==> src/rtl/serial_adder_pkg.sv <==
// Shared types and helpers for the digit-serial adder: FSM state encoding
// and the width of the digit counter.
package serial_adder_pkg;

    typedef enum logic [1:0] {
        IDLE = 2'd0,
        RUN  = 2'd1,
        DONE = 2'd2
    } state_t;

    // Counter must hold 0 .. WIDTH/DIGIT-1; keep at least one bit.
    function automatic int calc_cnt_w(input int width, input int digit);
        int n;
        n = width / digit;
        if (n <= 1) return 1;
        return $clog2(n);
    endfunction

endpackage

==> src/rtl/serial_adder_digit_adder.sv <==
// Combinational DIGIT-bit ripple chain of full-adder cells; also exposes the
// carry into the top cell so the caller can form signed overflow.
module digit_adder #(
    parameter int DIGIT = 1
) (
    input  logic [DIGIT-1:0] x,
    input  logic [DIGIT-1:0] y,
    input  logic             ci,
    output logic [DIGIT-1:0] s,
    output logic             co,
    output logic             c_msb_in
);

    logic [DIGIT:0] w_c;

    assign w_c[0] = ci;

    for (genvar i = 0; i < DIGIT; i++) begin : g_cell
        assign s[i]     = x[i] ^ y[i] ^ w_c[i];
        assign w_c[i+1] = (x[i] & y[i]) | (w_c[i] & (x[i] ^ y[i]));
    end

    assign co       = w_c[DIGIT];
    assign c_msb_in = w_c[DIGIT-1];

endmodule

==> src/rtl/serial_adder_n.sv <==
// Multi-cycle adder: adds WIDTH-bit operands plus carry-in DIGIT bits per
// clock, LSB digit first, with valid/ready handshakes and overflow flag.
module serial_adder_n
    import serial_adder_pkg::*;
#(
    parameter int WIDTH = 8,
    parameter int DIGIT = 1
) (
    input  logic             clk,
    input  logic             rst,
    input  logic             in_valid,
    output logic             in_ready,
    input  logic [WIDTH-1:0] a,
    input  logic [WIDTH-1:0] b,
    input  logic             cin,
    output logic             out_valid,
    input  logic             out_ready,
    output logic [WIDTH-1:0] sum,
    output logic             cout,
    output logic             ovf
);

    localparam int NDIG  = WIDTH / DIGIT;
    localparam int CNT_W = calc_cnt_w(WIDTH, DIGIT);
    localparam logic [CNT_W-1:0] LAST = CNT_W'(NDIG - 1);

    if ((WIDTH % DIGIT) != 0 || WIDTH < 2 || DIGIT < 1) begin : g_bad_params
        $error("serial_adder_n: DIGIT must divide WIDTH and WIDTH must be >= 2");
    end

    // Handshake: a transfer happens on any rising edge where valid and ready
    // are both high; in_ready is high only in IDLE, out_valid only in DONE.
    state_t             r_state;
    state_t             w_state_next;
    logic [WIDTH-1:0]   r_a;
    logic [WIDTH-1:0]   r_b;
    logic [WIDTH-1:0]   r_sum;
    logic               r_carry;
    logic [CNT_W-1:0]   r_count;
    logic               r_cout;
    logic               r_ovf;

    logic [DIGIT-1:0]   w_s;
    logic               w_co;
    logic               w_c_msb_in;
    logic               w_last;
    logic [WIDTH-1:0]   w_sum_shift;

    digit_adder #(.DIGIT(DIGIT)) u_digit (
        .x        (r_a[DIGIT-1:0]),
        .y        (r_b[DIGIT-1:0]),
        .ci       (r_carry),
        .s        (w_s),
        .co       (w_co),
        .c_msb_in (w_c_msb_in)
    );

    assign w_last = (r_count == LAST);

    // Each new digit enters at the MSB end so the final digit lands on top.
    if (DIGIT == WIDTH) begin : g_sum_whole
        assign w_sum_shift = w_s;
    end else begin : g_sum_shift
        assign w_sum_shift = {w_s, r_sum[WIDTH-1:DIGIT]};
    end

    always_ff @(posedge clk or posedge rst) begin
        if (rst) r_state <= IDLE;
        else     r_state <= w_state_next;
    end

    always_comb begin
        w_state_next = r_state;
        case (r_state)
            IDLE:    if (in_valid)  w_state_next = RUN;
            RUN:     if (w_last)    w_state_next = DONE;
            DONE:    if (out_ready) w_state_next = IDLE;
            default:                w_state_next = IDLE;
        endcase
    end

    always_ff @(posedge clk or posedge rst) begin
        if (rst) begin
            r_a     <= '0;
            r_b     <= '0;
            r_sum   <= '0;
            r_carry <= 1'b0;
            r_count <= '0;
            r_cout  <= 1'b0;
            r_ovf   <= 1'b0;
        end else begin
            case (r_state)
                IDLE: begin
                    if (in_valid) begin
                        r_a     <= a;
                        r_b     <= b;
                        r_carry <= cin;
                        r_count <= '0;
                    end
                end
                RUN: begin
                    r_a     <= r_a >> DIGIT;
                    r_b     <= r_b >> DIGIT;
                    r_sum   <= w_sum_shift;
                    r_carry <= w_co;
                    r_count <= r_count + 1'b1;
                    if (w_last) begin
                        r_cout <= w_co;
                        r_ovf  <= w_co ^ w_c_msb_in;
                    end
                end
                default: ;
            endcase
        end
    end

    assign in_ready  = (r_state == IDLE);
    assign out_valid = (r_state == DONE);
    assign sum       = r_sum;
    assign cout      = r_cout;
    assign ovf       = r_ovf;

endmodule

==> config.mk <==
export PLATFORM = sky130hd
export DESIGN_NAME = serial_adder_n
export DESIGN_NICKNAME = d
export VERILOG_FILES = /design/src/rtl/serial_adder_pkg.sv /design/src/rtl/serial_adder_digit_adder.sv /design/src/rtl/serial_adder_n.sv
export SDC_FILE = /design/constraint.sdc
export NUM_CORES = 1
export LEC_CHECK = 0
export ABC_AREA = 1
export BUFFER_PORTS_ARGS = -buffer_cell sky130_fd_sc_hd__clkbuf_2
export CORE_UTILIZATION = 35
export DETAILED_ROUTE_END_ITERATION = 12
export HOLD_SLACK_MARGIN = 0.06
export MAX_ROUTING_LAYER = met4
export SYNTH_ARGS = -nofsm -noshare
export SYNTH_HDL_FRONTEND = slang
export SYNTH_SLANG_ARGS = --single-unit
==> constraint.sdc <==
create_clock -name clk -period 1.3 [get_ports clk]
set_clock_uncertainty 0.05 [all_clocks]
set_input_delay 0.195 -clock clk [delete_from_list [all_inputs] [get_ports clk]]
set_output_delay 0.195 -clock clk [all_outputs]
set_load 0.01 [all_outputs]
==> results of run 1 <==
-- final timing paths --
path                             from          to  slack, ns
max reg2reg                   r_carry         ovf       0.08
min reg2reg                    r_b[2]      r_b[2]       0.43
min in group asynchronous         rst  r_state[1]       0.46
min                              a[7]      r_a[7]        0.1
max                        r_state[1]    in_ready       0.03
max in group asynchronous         rst      r_a[2]       0.43
-- per-layer routing --
metal | routed length [microns] | global-route usage (%)
met1 | 1364 | 18.89
met2 | 1410 | 25.85
met3 | 172 | 3.947
met4 | 61 | 7.653
met5 | 0 | -
-- state kept, by name (all words and copies together), names as in the netlist --
register  count
r_count       3
r_carry       1
cout          1
r_state       2
r_b           8
sum           8
ovf           1
r_a           8
-- worst max-delay path: stages, from the launching register on --
cell and delay, ns:
dfrtp_2 0.46, nor2_4 0.14, clkbuf_2 0.14
-- placed cells by master (no fill, tap or decap), drive strengths merged, types with 2 or more instances in the layout --
cell         instances
nand2               95
clkbuf              37
inv                 35
dfrtp               32
nand3               17
buf                 13
o21ai                5
nor2                 5
ha                   2
clkinv               2
dlygate4sd3          2
a21oi                2
-- logic make-up (layout without fill, tap and decap cells) --
kind of cell | Yosys count | after routing | synth area share, %
compound gates | 8 | 8 | 2.955
xor+xnor | 1 | 1 | 0.5592
fa+ha+maj | 3 | 3 | 2.875
buf+inv | 42 | 89 | 11.98
flops | 32 | 32 | 51.12
simple gates | 117 | 117 | 30.51
-- layout make-up --
| class | count | area share [%] |
|---|---|---|
| Clock buffer | 6 | 4.183 |
| Clock inverter | 2 | 0.5070 |
| Inverter | 35 | 7.034 |
| Multi-Input combinational cell | 129 | 30.74 |
| Sequential cell | 32 | 40.68 |
| Tap cell | 50 | 3.169 |
| Timing Repair Buffer | 46 | 13.69 |
-- power groups by stage --
| stage | Sequential, W | Combinational (W) | Clock [W] |
|---|---|---|---|
| after CTS | 0.00173 | 0.00195 | 0.000809 |
| final | 0.00174 | 0.00197 | 0.000787 |
| after detailed placement | 0.00175 | 0.00191 | 0 |
| after global routing | 0.00181 | 0.00236 | 0.000844 |
| after global placement | 0.00173 | 0.00187 | 0 |
| after floorplan | 0.00176 | 0.00131 | 0 |
-- what timing repair did --
item                                    4_1_cts  5_1_grt
resized for setup                             2       10
endpoints found under the hold margin        33        0
endpoints found under the setup margin        1       21
buffers inserted                              1        1
cloned                                        0        0
hold buffers                                  2        0
-- per-stage QoR --
step	worst slack, ns	TNS [ns]	hold slack (ns)	utilization [%]
6_report	0.03370	0	0.09935	47.64
5_1_grt	-0.01454	-0.02123	0.1347	47.64
4_1_cts	-0.0002078	-0.0002078	0.08895	46.74
3_5_place_dp	0.02934	0	0.2354	43.75
3_3_place_gp	0.03844	0	0.2330	43.75
2_1_floorplan	0.03490	0	0.2416	-
==> impl_metrics.csv, run 1 <==
group,metric,value,unit
outcome,status,"complete, no violations",
placed_design,dpl.hpwl,2128,microns
drt,drt_iter0_drc,39,
power_and_ir_drop,p_sw,0.001784,W
placed_design,postPlaceCellArea,1813,sq um
yosys,yosysWarnings,0,
power_and_ir_drop,sw_frac_of_total,39.65,%
layout,stdcell_count,300,
layout,syn_to_final_growth,26.04,%
yosys,synth_seq_area_share,51.12,%
timing,setup_viol,0,
cts,cts_num_sinks,32,
cts,cts_tree,"built",
power_and_ir_drop,p_int,0.002716,W
power_and_ir_drop,power_frac_comb,43.9,%
yosys,synth_cells,203,
critical_path,worstPathRequired,1.05,ns
grt,antenna_found_initial,0,
layout,seqCellArea,803.3,sq um
die,start_util,37.80,%
worst_hold_path,min_path_cells,3,
drt,vias,1330,
yosys,yosysTopAreaCell,"dfrtp_1",
critical_path,cp_max_fo,4,
grt,grt_pass1_wl,5285,microns
critical_path,crit_path_end_kind,"primary output",
yosys,synth_seq_cells,32,
grt,grt_pass1_vias,1248,
yosys,synthesis.area,1567,sq um
timing,rsz0062_at_grt,"yes",
power_and_ir_drop,power,0.004500,W
yosys,synth_area_leaders,"dfrtp_1, nand2_1, inv_1, nand3_1, buf_2",
timing,finalCritPeriodShare,97.41,%
drt,drt_first_pass_iters,4,
die,fp.dieH,68.90,microns
cts,clkLatencyLatePin,0.29,ns
drt,viasPerCell,4.433,
cts,h-tree-depth,2,
layout,nets,273,
timing,period_needed,1.266,ns
layout,n_fill_cell,439,
cts,cts_max_path_buffers,2,
layout,diodes,0,
cts,clk_pin_slew,0.07,ns
yosys,async_flop_share,100.0,%
critical_path,start_kind,"flip-flop",
layout,drive_gt1_share,26.00,%
yosys,ys.flop_type,"dfrtp_1",
cts,cts-root-buf,"clkbuf_8",
grt,grt_usage,16.12,%
yosys,synth-edff-count,0,
timing,slew_headroom,73.19,%
job,maxCapViolCount,0,
die,core-area,4144,sq um
yosys,ys_types,20,
die,dieWidth,68.90,microns
grt,grt_max_degree,33,
layout,multi_input_area,606.8,sq um
yosys,syn_nets,227,
critical_path,rr_worst_depth,4,
power_and_ir_drop,leakage,1.164,nW
power_and_ir_drop,pwr_density_cell,2279,nW/um^2
critical_path,crit_type,"reg2out",
timing,worst_slew_pin_slew,0.4022,ns
die,dieArea,4747,sq um
placed_design,io_buffers,32,
cts,cts_buffers,5,
drt,detail_route.wl_per_cell,10.03,microns
power_and_ir_drop,max-vdd-ir-drop,996.2,uV
timing,hold_viol,0,
timing,report.final.slew_viol_count,0,
drt,ant_nets,0,
die,rows,23,
yosys,yosysTopAreaCellShare,51.12,%
yosys,synth.most_common_cell,"nand2_1",
power_and_ir_drop,power_frac_clock,17.5,%
drt,routed_wl,3009,microns
critical_path,arrival,1.02,ns
yosys,synth_commonest_cells,"nand2_1, inv_1, dfrtp_1, nand3_1",
power_and_ir_drop,pwr-share-seq,38.6,%
yosys,synth.avg_cell_area,7.717,sq um
die,io_pins,33,
timing,clock.fmax,789.7,MHz
worst_hold_path,hold_path.class,"in2reg",
placed_design,place_congestion,0.7734,
drt,drc,0,
placed_design,place_inst,288,
grt,grt_remaining_overflow,0,
layout,design_area,1974,sq um
(Power assumes the default switching activity.)
==> inputs of run 2 (changes only) <==
--- a/config.mk
+++ b/config.mk
@@ -5,12 +5,12 @@
 export SDC_FILE = /design/constraint.sdc
 export NUM_CORES = 1
 export LEC_CHECK = 0
-export ABC_AREA = 1
 export BUFFER_PORTS_ARGS = -buffer_cell sky130_fd_sc_hd__clkbuf_2
 export CORE_UTILIZATION = 35
 export DETAILED_ROUTE_END_ITERATION = 12
 export HOLD_SLACK_MARGIN = 0.06
 export MAX_ROUTING_LAYER = met4
+export SLEW_MARGIN = 20
 export SYNTH_ARGS = -nofsm -noshare
 export SYNTH_HDL_FRONTEND = slang
 export SYNTH_SLANG_ARGS = --single-unit
==> run 2 against run 1 <==
- maximum frequency down 15%
- the run now ends with negative setup slack left
- count of clock-buffer cells in the layout up 1
- global-route usage up 3.6 points
- utilization up 13 points
- worst hold slack better by 0.081 ns
- sequential share of layout area down 8.6 points
- total power up 31%
==> impl_metrics.csv, run 2 <==
group,metric,value,unit
cts,cts_num_sinks,32,
critical_path,crit_type,"reg2out",
die,rows,23,
yosys,async_flop_share,100.0,%
outcome,status,"finished, violations left",
yosys,yosysTopAreaCell,"dfrtp_1",
worst_hold_path,min_from,"b[4]",
layout,diodes,0,
die,io_pins,33,
critical_path,crit_start,"r_state[0]",
timing,period_needed,1.484,ns
timing,report.final.slew_viol_count,0,
cts,cts_buffers,5,
timing,setup_viol,26,
cts,cts_tree,"built",
yosys,synth_seq_cells,32,
grt,grt_pass1_vias,1343,
yosys,syn_nets,153,
cts,cts-root-buf,"clkbuf_8",
yosys,synth.avg_cell_area,12.17,sq um
drt,detail_route.wl_per_cell,16.84,microns
placed_design,postPlaceCellArea,1874,sq um
yosys,synth_seq_area_share,51.00,%
power_and_ir_drop,pwr_density_cell,2361,nW/um^2
placed_design,place_inst,216,
yosys,synthesis.area,1570,sq um
yosys,yosysTopAreaCellShare,51.00,%
timing,rsz0062_at_grt,"yes",
outcome,violations,"negative setup slack",
yosys,synth.most_common_cell,"dfrtp_1",
layout,multi_input_area,982.2,sq um
grt,grt_usage,19.76,%
critical_path,start_kind,"flip-flop",
critical_path,crit_path_end_kind,"primary output",
yosys,ys.flop_type,"dfrtp_1",
critical_path,arrival,1.24,ns
power_and_ir_drop,leakage,1.168,nW
placed_design,io_buffers,32,
critical_path,cp_max_fo,6,
timing,whs,0.1804,ns
power_and_ir_drop,power,0.005908,W
grt,grt_remaining_overflow,0,
layout,layout_common_cells,"clkbuf_2, dfrtp_1, buf_4",
drt,viasPerCell,5.374,
grt,antenna_found_initial,0,
drt,drt_iter0_drc,33,
cts,cts_max_path_buffers,2,
yosys,synth-edff-count,0,
critical_path,worstPathRequired,1.05,ns
die,dieWidth,68.98,microns
timing,slew_headroom,72.27,%
die,start_util,37.89,%
layout,final_common_cell,"clkbuf_2",
layout,stdcell_count,238,
layout,syn_to_final_growth,59.36,%
timing,worst_slew_pin_slew,0.4159,ns
layout,nets,212,
timing,setup_ws,-0.1842,ns
timing,hold_viol,0,
grt,grt_max_degree,33,
cts,clkLatencyLatePin,0.28,ns
timing,finalCritPeriodShare,114.2,%
yosys,synth_area_leaders,"dfrtp_1, mux2_2, nor3b_1, nor4b_1, o221a_2",
critical_path,reg2reg_from,"r_state[1]",
cts,h-tree-depth,2,
drt,drt_first_pass_iters,4,
yosys,yosysWarnings,0,
yosys,synth_commonest_cells,"dfrtp_1, inv_1, nor3b_1, mux2_2",
die,fp.dieH,68.98,microns
layout,design_area,2502,sq um
power_and_ir_drop,max-vdd-ir-drop,972.3,uV
timing,clock.fmax,673.8,MHz
placed_design,dpl.hpwl,2360,microns
drt,ant_nets,0,
die,core-area,4144,sq um
grt,grt_pass1_wl,6492,microns
placed_design,place_congestion,0.7231,
layout,n_fill_cell,319,
worst_hold_path,hold_path.class,"in2reg",
layout,seqCellArea,803.3,sq um
placed_design,place_ws,-0.1353,ns
job,maxCapViolCount,0,
drt,routed_wl,4007,microns
die,dieArea,4758,sq um
drt,drc,0,
yosys,synth_cells,129,
drt,vias,1279,
cts,clk_pin_slew,0.06,ns
yosys,ys_types,31,
layout,drive_gt1_share,65.43,%
-- run 2: changes by cell type in the layout (fill, tap and decap cells not counted), moves of 4 or more --
| cell | before | now |
|---|---|---|
| nor3b_2 | 0 | 4 |
| buf_12 | 0 | 4 |
| buf_6 | 0 | 8 |
| a211oi_2 | 0 | 7 |
| nand3_1 | 17 | 0 |
| nor3b_1 | 0 | 6 |
| inv_1 | 32 | 11 |
| nor4b_4 | 0 | 7 |
| nand2_1 | 91 | 0 |
| mux2_4 | 0 | 10 |
-- run 2: final timing paths --
check,to,slack [ns],cells past startpoint
max,out_valid,-0.18,4
min,r_b[4],0.18,3
max reg2reg,r_a[5],-0.17,2
max in group asynchronous,r_state[0],0.39,4
min in group asynchronous,sum[2],0.48,4
min reg2reg,r_count[1],0.47,1
-- run 2: cells by family (layout without fill, tap and decap cells) --
| logic type | Yosys count | in the layout | share of synthesized area [%] |
|---|---|---|---|
| flops | 32 | 32 | 51.00 |
| mux | 11 | 11 | 7.809 |
| fa+ha+maj | 3 | 3 | 2.868 |
| xor+xnor | 1 | 1 | 0.5579 |
| simple gates | 36 | 36 | 18.09 |
| compound gates | 23 | 23 | 12.59 |
| buf+inv | 23 | 82 | 7.091 |
-- run 2: per-layer routing --
metal  vias up  track usage (%)  wire length [microns]
met1       655            25.13                   1814
met4         0            7.143                     23
li1        591                -                      -
met5         -                -                      0
met3         5            5.099                    160
met2        28            30.22                   2009
-- run 2: where the power goes --
| part | internal [W] | switching, W | leakage, nW | total [W] |
|---|---|---|---|---|
| combinational | 0.00191 | 0.00130 | 0.745 | 0.00322 |
| sequential | 0.00148 | 0.000383 | 0.373 | 0.00187 |
| clock | 0.000471 | 0.000351 | 0.0503 | 0.000822 |
| total | 0.00387 | 0.00204 | 1.17 | 0.00591 |
-- run 2: repair_timing --
item | CTS | global route
setup buffers | 7 | 6
hold buffers | 2 | 0
resized for setup | 50 | 29
cloned | 2 | 1
pin swaps | 4 | 14
hold endpoints to repair | 33 | 0
endpoints found under the setup margin | 31 | 32
-- run 2: cell type report --
cell class              count  area share (%)
inverters                  12           1.800
well taps                  50           2.500
flip-flops and latches     32           32.10
multi-input cells          74           39.25
clock buffers               7           3.850
repair buffers             63           20.50
-- run 2: worst max-delay path, stage by stage, from the launching register on --
cell	delay (ns)
dfrtp_2	0.44
buf_6	0.13
or2b_1	0.23
inv_2	0.06
buf_6	0.09
-- run 2: metrics by stage --
| stage | util (%) | TNS (ns) |
|---|---|---|
| after global routing | 60.39 | -3.255 |
| after CTS | 56.07 | -2.365 |
| after global placement | 45.23 | -1.372 |
| after floorplan | - | -0.2830 |
| after detailed placement | 45.23 | -2.120 |
| final | 60.39 | -2.082 |
==> inputs of run 3 (changes only) <==
--- a/config.mk
+++ b/config.mk
@@ -7,6 +7,7 @@
 export LEC_CHECK = 0
 export BUFFER_PORTS_ARGS = -buffer_cell sky130_fd_sc_hd__clkbuf_2
 export CORE_UTILIZATION = 35
+export CTS_BUF_LIST = sky130_fd_sc_hd__clkbuf_16
 export DETAILED_ROUTE_END_ITERATION = 12
 export HOLD_SLACK_MARGIN = 0.06
 export MAX_ROUTING_LAYER = met4
==> constraint.sdc (replaced) <==
create_clock -name clk -period 1.8 [get_ports clk]
set_clock_uncertainty 0.05 [all_clocks]
set_input_delay 0.27 -clock clk [delete_from_list [all_inputs] [get_ports clk]]
set_output_delay 0.27 -clock clk [all_outputs]
set_load 0.01 [all_outputs]
==> run 3 against run 2 <==
- the flow now finishes without violations
- worst setup slack better by 0.33 ns
- sequential share of layout area grew 9.5 points
- worst hold slack worse by 0.049 ns
- flip-flop and latch count stayed put
- clock power decreased by 6.4%
- via count is 12% lower
- register-to-register slack better by 0.46 ns
- highest routed layer unchanged
==> impl_metrics.csv, run 3 (synthesis results as in run 2) <==
group,metric,value,unit
drt,viasPerCell,5.209,
cts,h-tree-depth,2,
power_and_ir_drop,leakage,0.9005,nW
drt,drc,0,
cts,post-cts-setup-buffers,0,
grt,grt_pass1_wl,5457,microns
timing,worst_slew_pin_slew,0.5202,ns
worst_hold_path,hold_path.class,"in2reg",
layout,layout_common_cells,"clkbuf_2, dfrtp_1, inv_1, nor3b_1, mux2_2",
critical_path,reg2reg_from,"r_carry",
cts,clkLatencyLatePin,0.27,ns
die,start_util,37.89,%
layout,diodes,0,
drt,ant_nets,0,
grt,use_met3,4.276,%
die,core-area,4144,sq um
die,io_pins,33,
cts,cts_tree,"built",
critical_path,crit_start,"r_state[0]",
timing,clock.fmax,602.8,MHz
grt,grt_pass1_vias,1170,
drt,routed_wl,3165,microns
drt,vias,1120,
layout,final_common_cell,"clkbuf_2",
critical_path,cp_max_fo,17,
drt,drt_iter0_drc,39,
die,rows,23,
die,dieWidth,68.98,microns
timing,tns,0,ns
outcome,status,"complete, no violations",
cts,cts_max_path_buffers,2,
job,maxCapViolCount,0,
timing,rsz0062_at_grt,"no",
layout,finish.utilization,46.59,%
layout,multi_input_area,664.4,sq um
layout,n_fill_cell,406,
timing,report.final.slew_viol_count,0,
timing,hold_viol,0,
critical_path,worstPathRequired,1.48,ns
die,fp.dieH,68.98,microns
timing,period_needed,1.659,ns
timing,setup_ws,0.1410,ns
power_and_ir_drop,power,0.003384,W
grt,grt_max_degree,33,
placed_design,place_ws,0.03110,ns
timing,finalCritPeriodShare,92.17,%
layout,drive_gt1_share,40.61,%
worst_hold_path,min_from,"out_ready",
power_and_ir_drop,max-vdd-ir-drop,1005,uV
grt,use_met1,20.12,%
placed_design,place_inst,207,
timing,slew_headroom,65.29,%
placed_design,place_congestion,0.7459,
cts,cts_num_sinks,32,
critical_path,crit_type,"reg2out",
layout,nets,189,
layout,stdcell_count,215,
drt,detail_route.wl_per_cell,14.72,microns
grt,antenna_found_initial,0,
grt,met2_usage,25.73,%
critical_path,arrival,1.34,ns
cts,cts-root-buf,"clkbuf_16",
die,dieArea,4758,sq um
power_and_ir_drop,pwr_density_cell,1753,nW/um^2
cts,clk_pin_slew,0.05,ns
placed_design,io_buffers,32,
layout,seqCellArea,803.3,sq um
grt,grt_usage,16.58,%
critical_path,start_kind,"flip-flop",
drt,drt_first_pass_iters,4,
placed_design,dpl.hpwl,2223,microns
grt,busiest_layer,"met2",
critical_path,crit_path_end_kind,"primary output",
cts,cts_buffers,5,
layout,syn_to_final_growth,22.95,%
grt,grt_remaining_overflow,0,
timing,setup_viol,0,
## run 3: changes by cell type in the layout (fill, tap and decap cells not counted), sizes merged
cell,delta
buf,-22
clkbuf,-2
dlygate4sd3,-1
clkinv,+2
## run 3: routing by layer
metal,vias to the layer above,routed length (microns),share of wire [%]
li1,544,-,-
met1,540,1505,48
met2,31,1442,46
met3,5,170,5.4
met4,0,47,1.5
met5,-,0,0
## run 3: cell type report
type,instances,area share (%)
Clock inverter,2,0.3889
Inverter,12,2.333
Clock buffer,5,6.481
Timing Repair Buffer,40,11.54
Sequential cell,32,41.61
Multi-Input combinational cell,74,34.41
Tap cell,50,3.240
## run 3: power breakdown
part,leakage [nW],total [W],switching (W),internal (W)
clock network,0.0648,0.000769,0.000276,0.000493
logic,0.463,0.00128,0.000583,0.000698
registers,0.373,0.00133,0.000261,0.00107
total,0.900,0.00338,0.00112,0.00226
## run 3: per-stage QoR
stage / hold WS, ns / cell area, sq um
finish: 0.1316 / 1931
global route: 0.1333 / 1931
CTS: 0.1333 / 1924
detailed placement: 0.3134 / 1779
global placement: 0.3005 / 1779
floorplan: 0.3273 / 1570
## run 3: timing repair
action                                 in CTS  in global routing
setup endpoints to repair                   1                 13
gates resized for setup                     1                  3
endpoints found under the hold margin      32                  0
hold buffers                                1                  0
## run 3: worst paths after layout
path | endpoint | slack (ns) | depth (start not counted)
min | r_state[1] | 0.13 | 2
max reg2reg | ovf | 0.29 | 3
min in group asynchronous | sum[6] | 0.57 | 4
min reg2reg | r_count[0] | 0.43 | 1
max | in_ready | 0.14 | 3
max in group asynchronous | r_state[0] | 0.81 | 4
## run 3: worst max-delay path: stages (launching register included)
cell,delay [ns]
dfrtp_2,0.51
buf_4,0.21
nor2_2,0.18
clkbuf_2,0.17
